## config.mk

```make
export PLATFORM = sky130hd
export DESIGN_NAME = imm_extend
export DESIGN_NICKNAME = d
export VERILOG_FILES = /design/src/rtl/core_pkg.sv /design/src/rtl/imm_extend_fmt.sv /design/src/rtl/imm_extend.sv
export SDC_FILE = /design/constraint.sdc
export NUM_CORES = 1
export LEC_CHECK = 0
export CORE_MARGIN = 4
export CORE_UTILIZATION = 34
export DETAILED_ROUTE_END_ITERATION = 10
export PLACE_DENSITY_LB_ADDON = 0.25
export SYNTH_ARGS = -nofsm -noshare
export SYNTH_HDL_FRONTEND = slang
export SYNTH_HIERARCHICAL = 1
export SYNTH_SLANG_ARGS = --single-unit
```

## constraint.sdc

```tcl
create_clock -name clk -period 1.65 [get_ports clk]
set_clock_uncertainty 0.15 [all_clocks]
set_input_delay 0.33 -clock clk [delete_from_list [all_inputs] [get_ports clk]]
set_output_delay 0.33 -clock clk [all_outputs]
set_load 0.01 [all_outputs]
```

## src/rtl/core_pkg.sv

```systemverilog
// Shared core definitions: immediate-format select encoding and machine width.
package core_pkg;

  localparam int XLEN = 32;

  typedef enum logic [2:0] {
    IMM_I = 3'b000,
    IMM_S = 3'b001,
    IMM_B = 3'b010,
    IMM_J = 3'b011,
    IMM_U = 3'b100
  } imm_src_t;

endpackage

```

## src/rtl/imm_extend_fmt.sv

```systemverilog
// Combinational RV32I immediate format mux: gathers scattered instr bits per format.
module imm_extend_fmt
  import core_pkg::*;
(
  input  logic [31:7]     instr,
  input  logic [2:0]      immSrc,
  output logic [XLEN-1:0] immExt,
  output logic            illegal
);

  always_comb begin
    immExt  = '0;
    illegal = 1'b0;
    case (immSrc)
      IMM_I: immExt = {{20{instr[31]}}, instr[31:20]};
      IMM_S: immExt = {{20{instr[31]}}, instr[31:25], instr[11:7]};
      IMM_B: immExt = {{20{instr[31]}}, instr[7], instr[30:25], instr[11:8], 1'b0};
      IMM_J: immExt = {{12{instr[31]}}, instr[19:12], instr[20], instr[30:21], 1'b0};
      IMM_U: immExt = {instr[31:12], 12'h000};
      // Unused encodings yield a clean zero so nothing downstream sees X.
      default: illegal = 1'b1;
    endcase
  end

endmodule

```

## src/rtl/imm_extend.sv

```systemverilog
// Decode-stage immediate generator: combinational ImmExt plus a registered copy
// and a sticky flag recording any unsupported ImmSrc.
module imm_extend
  import core_pkg::*;
(
  input  logic            clk,
  input  logic            reset,
  input  logic [31:7]     instr,
  input  logic [2:0]      ImmSrc,
  output logic [XLEN-1:0] ImmExt,
  output logic [XLEN-1:0] ImmExtQ,
  output logic            ImmSrcBad
);

  logic illegal;

  imm_extend_fmt uFmt (
    .instr   (instr),
    .immSrc  (ImmSrc),
    .immExt  (ImmExt),
    .illegal (illegal)
  );

  always_ff @(posedge clk) begin
    if (reset) begin
      ImmExtQ   <= '0;
      ImmSrcBad <= 1'b0;
    end else begin
      ImmExtQ <= ImmExt;
      if (illegal) ImmSrcBad <= 1'b1;
    end
  end

endmodule

```

==> flow_summary_export.csv <==
group,metric,value,unit
setup_path,worst-path-max-fanout,5,
sta,setup_ws,-0.0563,ns
final_layout,stdcell_area,0.00256,mm2
detailed_routing,drt-total-wl,4500,um
setup_path,start_kind,"input port",
synth,avgSynthCellArea,9.49,um2
synth,synthFlopType,"dfxtp_1",
synth,synth-adder-area-share,0,%
detailed_routing,routedWlPerCell,14.6,um
detailed_routing,drt-pass1-iter-count,4,
sta,rsz0062_at_grt,"true",
sta,slew_headroom,88.3,%
synth,synth_top_family_by_area,"simple AND/OR/NAND/NOR gates",
power_and_ir_drop,power.density,774,mW/mm2
synth,synth-simple-area-share,22.4,%
sta,min_period,1.71,ns
setup_path,end_kind,"output pin",
detailed_routing,ant_nets,0,
floorplan,die_w,70.8,um
setup_path,cp.arrival,1.23,ns
status,violations,"setup timing",
synth,synth_xor_area_share,1.21,%
floorplan,io_pins,95,
detailed_routing,vias_per_cell,4.57,
floorplan,core,0.00374,mm2
final_layout,stdcell_count,308,
place,place_area,0.00242,mm2
synth,syn_inst,141,
synth,synth_top_area_share,49.3,%
cts,clk_latency,0.28,ns
setup_path,r2r_slack,0.92,ns
final_layout,layout-drive-gt1-share,33.1,%
floorplan,rows,22,
global_routing,grt_pass1_vias,1400,
cts,root_buffer,"clkbuf_8",
detailed_routing,drc,0,
setup_path,required,1.17,ns
synth,ys_seq_elements,33,
sta,setup_viol,5,
cts,clkTransAtPathRegs,0.07,ns
sta,finalCritPeriodShare,103,%
floorplan,start_util,35.8,%
flow_run,maxCapViolCount,0,
power_and_ir_drop,leakagePower,1.27,nW
global_routing,grt_overflow,0,
floorplan,dieArea,0.00501,mm2
synth,syn-num-nets,171,
synth,synth-edff-count,0,
synth,seq_area_frac_synth,49.3,%
synth,synth_common_cells,"nor2b_1 (42), dfxtp_1 (33), a21oi_1 (16)",
synth,synthMuxAreaShare,4.49,%
synth,synth_top_area_cell,"dfxtp_1",
synth,netlist_area,0.00134,mm2
min_path,worst_hold_path_type,"reg2reg",
synth,yosysUniqueCellTypes,18,
place,io_buffers,94,
final_layout,fillCellCount,327,
synth,ys_warn_count,6,
cts,clockBufferDepth,2,
sta,worst_pin_slew,0.171,ns
status,status,"finished, violations left",
final_layout,fin_nets,290,
synth,synth_compound_area_share,17.8,%
synth,synth_most_common_cell,"nor2b_1",
detailed_routing,dr.first_iter.drc_count,70,
cts,h-tree-depth,2,
sta,final-hold-violation-count,0,
sta,finalMaxSlewViolations,0,
synth,async_flop_share,0,%
place,gp_congestion,0.793,
setup_path,worstSetupPathType,"in2out",
global_routing,antenna_found_initial,0,
sta,fmax,0.586,GHz
cts,cts.sinks,33,
cts,cts_made_buffers,5,
power_and_ir_drop,peakVddDrop,0.553,mV
global_routing,grt_pass1_wl,6980,um
synth,synth.area.top_cells,"dfxtp_1 (49%), nor2b_1 (20%), a21o_1 (6.2%), a21oi_1 (6.0%), mux2i_1 (4.5%)",
place,placed_cells,288,
final_layout,num_antenna_cells,0,
detailed_routing,num_vias,1407,
sta,fin_hold_ws,0.327,ns
global_routing,grt_max_degree,21,
place,dp_hpwl,3280,um
final_layout,areaGrowthSynthToFinish,91.3,%
global_routing,grt_usage,17.6,%
cts,cts_tree,"yes",
floorplan,die_height,70.8,um
==> state kept, by name, summed over array words and instances, names as in the netlist <==
signal and count:
ImmSrcBad 1, ImmExtQ 32
==> placed cells by master, fill, tap and decap left out, types with 2 or more instances in the layout <==
cell type         n
a21o_1           11
a21oi_1          16
buf_12            3
buf_2            33
buf_4            23
buf_6             8
clkbuf_8          6
clkdlybuf4s50_1  39
dfxtp_1          33
dlygate4sd2_1    15
dlymetal6s2s_1    4
mux2i_1           4
nor2_1            4
nor2b_1          38
nor2b_2           2
nor2b_4           2
o22ai_1           7
==> per-layer routing <==
| layer | share of wire (%) | global-route usage [%] | wire (um) |
|---|---|---|---|
| met2 | 53 | 32.2 | 2380 |
| met5 | 0 | 0 | 0 |
| met3 | 7.0 | 4.97 | 313 |
| met1 | 39 | 19.3 | 1760 |
| met4 | 0.87 | 6.05 | 39 |
==> critical path, stage by stage <==
cell and delay [ns]:
buf_12 0.11, xor2_4 0.18, buf_6 0.14, mux2i_4 0.18
nor2_2 0.12, buf_2 0.16
==> report_power, final <==
group	total (mW)	internal, mW	switching [mW]
registers	0.849	0.839	0.00965
logic	0.546	0.308	0.238
clock network	0.587	0.330	0.257
total	1.98	1.48	0.505
==> worst paths after layout <==
path                                                to  cells past startpoint              startpoint
worst max-delay path                         ImmExt[2]                      6               ImmSrc[1]
worst min-delay path            ImmSrcBad$_SDFFE_PP0P_                      1  ImmSrcBad$_SDFFE_PP0P_
worst max register to register  ImmSrcBad$_SDFFE_PP0P_                      1  ImmSrcBad$_SDFFE_PP0P_
worst min register to register  ImmSrcBad$_SDFFE_PP0P_                      1  ImmSrcBad$_SDFFE_PP0P_
==> stage by stage <==
stage	setup WS [ns]	total power [mW]	setup TNS [ns]	util, %
finish	-0.0563	1.98	-0.150	68.4
global route	-0.0834	2.07	-0.717	68.4
CTS	-0.0152	1.98	-0.0347	66.8
detailed placement	-1.02	1.40	-33.18	64.7
global placement	-0.995	1.40	-31.78	64.7
floorplan	0.0144	1.07	0	-
==> what timing repair did <==
| action | in CTS | in global routing |
|---|---|---|
| hold buffers | 0 | 0 |
| setup buffers | 9 | 4 |
| cloned | 2 | 0 |
| resized for setup | 192 | 13 |
| setup endpoints to repair | 44 | 28 |
| pin swaps | 25 | 11 |
==> cell families (layout without fill, tap and decap cells) <==
| family | after synthesis | count (layout) |
|---|---|---|
| multiplexers | 6 | 6 |
| AND/OR/NAND/NOR | 50 | 50 |
| AO/OA/AOI/OAI | 38 | 38 |
| buffers and inverters | 13 | 132 |
| XOR/XNOR | 1 | 1 |
| flip-flops | 33 | 33 |
==> final cells by class <==
cell class	count	area, um2	share of cell area, %
flip-flops and latches	33	661	25.8
clock buffers	7	86.3	3.37
multi-input cells	95	694	27.1
repair buffers	125	1060	41.4
well taps	48	60.1	2.34
Power figures use the tool's default switching activity.
